<file path="src/rtl/channel_threshold.sv">
// Three-stage RGB888 channel/luma band classifier that emits a per-pixel mask with delay-matched pixel data.
// Define THRESH_COUNT_EN to build the per-frame masked-pixel counter (otherwise its outputs are tied to 0).
module channel_threshold #(
  parameter int unsigned COUNT_W = 21
) (
  input  logic               clk_in,
  input  logic               rst_in,
  input  logic               frame_start_in,
  input  logic [1:0]         channel_sel_in,
  input  logic [7:0]         lower_in,
  input  logic [7:0]         upper_in,
  input  logic               valid_in,
  input  logic [23:0]        pixel_in,
  output logic               valid_out,
  output logic [23:0]        pixel_out,
  output logic [7:0]         channel_out,
  output logic               mask_out,
  output logic               frame_start_out,
  output logic [COUNT_W-1:0] mask_count_out,
  output logic               count_valid_out
);

  typedef enum logic [1:0] {CH_R = 2'b00, CH_G = 2'b01, CH_B = 2'b10, CH_Y = 2'b11} chan_e;

  chan_e       sel_sh_q, sel_d, sel1_q;
  logic [7:0]  lo_sh_q, up_sh_q, lo_d, up_d;
  logic [23:0] pix1_q, pix2_q, pix3_q;
  logic        v1_q, v2_q, v3_q;
  logic        fs1_q, fs2_q, fs3_q;
  logic [7:0]  lo1_q, up1_q, lo2_q, up2_q;
  logic [15:0] pr_d, pg_d, pb_d, pr1_q, pg1_q, pb1_q, ysum;
  logic [7:0]  ch2_d, ch2_q, ch3_q;
  logic        m3_d, m3_q;

  // Config on a frame_start cycle comes straight from the inputs, so the first pixel already uses it.
  always_comb begin
    sel_d = frame_start_in ? chan_e'(channel_sel_in) : sel_sh_q;
    lo_d  = frame_start_in ? lower_in : lo_sh_q;
    up_d  = frame_start_in ? upper_in : up_sh_q;
    pr_d  = 16'(pixel_in[23:16]) * 16'd77;
    pg_d  = 16'(pixel_in[15:8])  * 16'd150;
    pb_d  = 16'(pixel_in[7:0])   * 16'd29;
  end

  always_comb begin
    ysum  = pr1_q + pg1_q + pb1_q;
    ch2_d = '0;
    unique case (sel1_q)
      CH_R: ch2_d = pix1_q[23:16];
      CH_G: ch2_d = pix1_q[15:8];
      CH_B: ch2_d = pix1_q[7:0];
      CH_Y: ch2_d = ysum[15:8];
    endcase
  end

  always_comb begin
    if (lo2_q <= up2_q) m3_d = (ch2_q >= lo2_q) && (ch2_q <= up2_q);
    else                m3_d = (ch2_q >= lo2_q) || (ch2_q <= up2_q);
  end

  always_ff @(posedge clk_in or posedge rst_in) begin
    if (rst_in) begin
      sel_sh_q <= CH_R;
      lo_sh_q  <= 8'h80;
      up_sh_q  <= 8'hFF;
      pix1_q <= '0; v1_q <= 1'b0; fs1_q <= 1'b0; sel1_q <= CH_R;
      lo1_q  <= '0; up1_q <= '0; pr1_q <= '0; pg1_q <= '0; pb1_q <= '0;
      pix2_q <= '0; v2_q <= 1'b0; fs2_q <= 1'b0; lo2_q <= '0; up2_q <= '0; ch2_q <= '0;
      pix3_q <= '0; v3_q <= 1'b0; fs3_q <= 1'b0; ch3_q <= '0; m3_q <= 1'b0;
    end else begin
      if (frame_start_in) begin
        sel_sh_q <= sel_d;
        lo_sh_q  <= lo_d;
        up_sh_q  <= up_d;
      end
      pix1_q <= pixel_in; v1_q <= valid_in; fs1_q <= frame_start_in; sel1_q <= sel_d;
      lo1_q  <= lo_d; up1_q <= up_d; pr1_q <= pr_d; pg1_q <= pg_d; pb1_q <= pb_d;
      pix2_q <= pix1_q; v2_q <= v1_q; fs2_q <= fs1_q; lo2_q <= lo1_q; up2_q <= up1_q;
      ch2_q  <= ch2_d;
      pix3_q <= pix2_q; v3_q <= v2_q; fs3_q <= fs2_q;
      ch3_q  <= v2_q ? ch2_q : '0;
      m3_q   <= v2_q && m3_d;
    end
  end

  assign valid_out       = v3_q;
  assign pixel_out       = pix3_q;
  assign channel_out     = ch3_q;
  assign mask_out        = m3_q;
  assign frame_start_out = fs3_q;

`ifdef THRESH_COUNT_EN
  logic [COUNT_W-1:0] acc_q, acc_d, cnt_q, cnt_d;
  logic               cv_q, cv_d, seen_q, seen_d, hit;

  // Stage-2 values are used so the report lands on the same cycle as frame_start_out.
  always_comb begin
    hit    = v2_q && m3_d;
    acc_d  = acc_q;
    cnt_d  = cnt_q;
    cv_d   = 1'b0;
    seen_d = seen_q;
    if (fs2_q) begin
      cnt_d  = seen_q ? acc_q : '0;
      cv_d   = 1'b1;
      seen_d = 1'b1;
      acc_d  = hit ? COUNT_W'(1) : '0;
    end else if (hit && (acc_q != '1)) begin
      acc_d = acc_q + COUNT_W'(1);
    end
  end

  always_ff @(posedge clk_in or posedge rst_in) begin
    if (rst_in) begin
      acc_q  <= '0;
      cnt_q  <= '0;
      cv_q   <= 1'b0;
      seen_q <= 1'b0;
    end else begin
      acc_q  <= acc_d;
      cnt_q  <= cnt_d;
      cv_q   <= cv_d;
      seen_q <= seen_d;
    end
  end

  assign mask_count_out  = cnt_q;
  assign count_valid_out = cv_q;
`else
  assign mask_count_out  = '0;
  assign count_valid_out = 1'b0;
`endif

endmodule

</file>
<file path="config.mk">
export PLATFORM = sky130hd
export DESIGN_NAME = channel_threshold
export DESIGN_NICKNAME = d
export VERILOG_FILES = /design/src/rtl/channel_threshold.sv
export SDC_FILE = /design/constraint.sdc
export NUM_CORES = 1
export LEC_CHECK = 0
export ABC_AREA = 1
export BUFFER_PORTS_ARGS = -buffer_cell sky130_fd_sc_hd__buf_4
export CAP_MARGIN = 5
export CORE_ASPECT_RATIO = 1.1
export CORE_UTILIZATION = 65
export CTS_BUF_LIST = sky130_fd_sc_hd__clkbuf_8
export DETAILED_ROUTE_END_ITERATION = 10
export GPL_ROUTABILITY_DRIVEN = 1
export PLACE_DENSITY_LB_ADDON = 0.05
export RECOVER_POWER = 25
export SKIP_CTS_REPAIR_TIMING = 1
export SYNTH_ARGS = -nofsm -noshare
export SYNTH_HDL_FRONTEND = slang
export SYNTH_SLANG_ARGS = --single-unit
</file>
<file path="constraint.sdc">
create_clock -name clk_in -period 12.9 [get_ports clk_in]
set_input_delay 0.645 -clock clk_in [delete_from_list [all_inputs] [get_ports clk_in]]
set_output_delay 0.645 -clock clk_in [all_outputs]
set_load 0.01 [all_outputs]
</file>
==> results.md <==
- The flop and latch count out of synthesis is 185.
- The maximum vdd ir drop is 139 uV.
- The data required time of the worst path is 13.25 ns.
- The arrival time at the worst endpoint is 3.66 ns.
- The final number of setup-violating endpoints is 0.
- The worst slew margin relative to its limit is -30.6%.
- The worst hold-check path type is input port to flop.
- Routability-driven placement finished with a final weighted congestion of 0.889.
- In this design, the stage delay of the slowest critical-path cell is 0.53 ns.
- Clock tree synthesis inserted a total of 17 buffers.
- The kind of cell adding the most delay to the critical path is adder cells.
- The detailed-route via count is 6345.
- Across the run, the number of max-cap violations was 1.
- The maximum number of pins on one net before global-route repair is 115.
- The per-cell routed wire length is 15.3 um.
- The sum of buffers and inverters on the critical path is 4.
- The number of routed nets with antenna violations is 0.
- In this run, the number of DRC markers left after iteration 0 of detailed routing was 330.
- The die covers 16000 um^2.
- The mean area per synthesized cell is 10.9 um^2.
- The cell total after placement is 1195.
- The placement-stage worst setup slack is 9.25 ns.
- The total iterations of the first detailed-routing run is 5.
- The floorplan step set the die width to 121 um.
- The region available for standard cell placement spans 15100 um^2.
- The worst setup path is launched from an input port.
- The synthesized netlist contains 35 unique library cells.
- For this run, asynchronously set or reset flops after synthesis account for 100%.
- The clock tree from TritonCTS is yes.
- The routed design could run at a clock period as short as 3.30 ns.
- The number of global-route vias before repair came to 6623.
- In the routed design, unresolved DRC markers number 0.
- Compared with the post-synthesis result, the final layout area differs by 10.6%.
- The routed wire length is 18.7 mm.
- The top-level I/O count is 103.
- The root buffer cell is clkbuf_8.
- Summing the sequential cell areas from Yosys gives 46.0% of the chip area.
- The endpoint kind of the worst setup timing path is a flop.
- In this run the power density over the cells is 205 nW/um^2.
- The global-route wire length before repair is 31.4 mm.
- The number of antenna violations at the first check in global routing is 0.
- The port buffer count is 80.
- The share of post-route cells with drive strength above 1 is 15.6%.
- Summed over all cells, the static leakage comes to 5.90 nW.
- The number of rows in the core area is 47.
- The clock sink total is 185.
- By instance count, the leading cell after synthesis is dfrtp_1.
- The most common flop cell mapped by yosys is dfrtp_1.
- On the critical path, the stage with the largest delay is an instance of fa_1.
- Summed over all instances, the cell type with the most area after synthesis is dfrtp_1.
- After detailed routing, the number of vias per cell comes to 5.17.
- Adding up every negative setup slack in the final design gives 0 ns.
- Global routing finished with a remaining overflow of 0.
- The run finished, with violations left.
- The number of fill cells in the layout is 1125.
- The proportion of netlist area held by the largest area contributor is 43.7%.
- In the post-route analysis, the smallest setup slack over all paths is 9.60 ns.
- The final count of pins violating max slew was 38.
- The checks that failed: capacitance limit, slew limit.
- The count of flip-flops with a built-in enable after synthesis is 0.
- The maximum frequency from static timing analysis is 0.303 GHz.
- For this run, the number of Yosys warnings is 0.
- The post-route clock skew is 0.0104 ns.
- The register-to-register path setup slack is 10.65 ns.
- The starting density of the core is 66.7%.
- After synthesis the cells add up to 10100 um^2.
- The maximum fanout count along the critical path is 5.
- The critical setup path kind is input port to flop.
- The maximum clock path buffer count is 2.
- The final design utilization is 73.8%.
- Global routing used 26.3% of the available tracks across all layers.
- The finished layout holds 1227 standard cells, fillers aside.
- The final-report hold violation count is 0.
- The sum of net half-perimeters after detailed placement is 15.2 mm.
- Setup repair after global routing left no endpoint under its margin.
- The critical path goes through clkbuf_1 > ha_1 > ha_1 > inv_1 > fa_1 > fa_1 > inv_1 > ha_1 > a21oi_1 > inv_1 > o21ai_1 > nand3_1 > a21oi_1 > o21bai_1.
- The count of inserted antenna diode cells is 0.
- The overall die height is 133 um.
- The clock reaches the later pin of the worst-skew pair after 0.47 ns.
- Sorting the synthesized cells by area gives the leading types as dfrtp_1 44%, ha_1 17%, fa_1 7.5%, inv_1 5.7%, nand2_1 5.3%.
- In the final design database the tool counted 1239 nets.
- Across all hold checks on the routed design, the worst slack comes to 0.307 ns.
- For the pin with the worst max-slew slack, the measured transition is 1.96 ns.
- In the finished design, the share of the clock period the worst path needs comes to 25.6%.
- The cell count after synthesis came out at 924.
- The H-tree was split into 4 levels.
- In the synthesized netlist, the cells that appear most often are 176 x dfrtp_1, 153 x inv_1, 143 x nand2_1.
- The clock-pin slew on the worst setup and hold paths is 0.09 ns.
-- power breakdown --
part           total, W  switching (W)  leakage, nW  internal [W]
sequential     0.000746      0.0000665         2.17      0.000680
clock          0.000397       0.000206        0.215      0.000191
combinational   0.00114       0.000698         3.52      0.000443
total           0.00228       0.000970         5.90       0.00131
-- state kept, by name, indices dropped and copies added (netlist names), 2 cells and up --
signal and flops:
pix2_q 24, sel1_q 2, pg1_q 14, up2_q 8
lo2_q 8, ch2_q 8, up_sh_q 8, channel_out 8
pr1_q 13, sel_sh_q 2, up1_q 8, pixel_out 24
pix1_q 24, pb1_q 11, lo_sh_q 8, lo1_q 8
-- path summary, 6_finish.rpt --
check                           depth (start not counted)             to    startpoint
min in group asynchronous                               2          fs1_q        rst_in
worst min-delay path                                    1           v1_q      valid_in
max in group asynchronous                               3       ch2_q[0]        rst_in
worst max-delay path                                   14      pg1_q[15]  pixel_in[12]
worst max register to register                          8       ch2_q[6]      pr1_q[9]
worst min register to register                          0  pixel_out[22]    pix2_q[22]
-- routing by layer --
metal | part of all wire, % | routed length [um] | track usage, %
met5 | 0 | 0 | 0
met4 | 2.4 | 453 | 9.81
met3 | 3.1 | 583 | 4.87
met2 | 52 | 9750 | 46.2
met1 | 42 | 7960 | 32.3
-- cell type report --
class | instances | area (um^2) | share of cell area [%]
multi-input combinational | 578 | 4750 | 42.6
sequential | 185 | 4640 | 41.6
inverter | 155 | 587 | 5.26
timing repair buffer | 81 | 514 | 4.61
clock buffer | 20 | 275 | 2.47
tap | 196 | 245 | 2.20
clock inverter | 12 | 139 | 1.25
-- logic make-up after synthesis --
group / synth area share [%]
multiplexers: 4.02
XOR/XNOR: 2.52
AO/OA/AOI/OAI: 5.21
buffers and inverters: 7.65
adder cells (fa/ha/maj): 24.6
AND/OR/NAND/NOR: 9.97
other: 0.0372
flip-flops: 46.0
-- stage by stage --
| stage | instance area (um^2) | power [W] |
|---|---|---|
| floorplan | 10200 | 0.00163 |
| global placement | 10800 | 0.00186 |
| detailed placement | 10800 | 0.00190 |
| CTS | 11200 | 0.00230 |
| global route | 11100 | 0.00250 |
| finish | 11100 | 0.00228 |
-- layout by cell type, fill, tap and decap left out, drive strengths merged, types with 9 or more instances in the layout --
master and count:
buf 55, dfrtp 176, xor2 25, dfstp 9, conb 22, o21ai 13, ha 137, nand2 150
a21oi 53, fa 38, nand3 33, nand4 12, nor2 32, inv 162, mux2 36, clkbuf 46
Power figures use the tool's default switching activity.
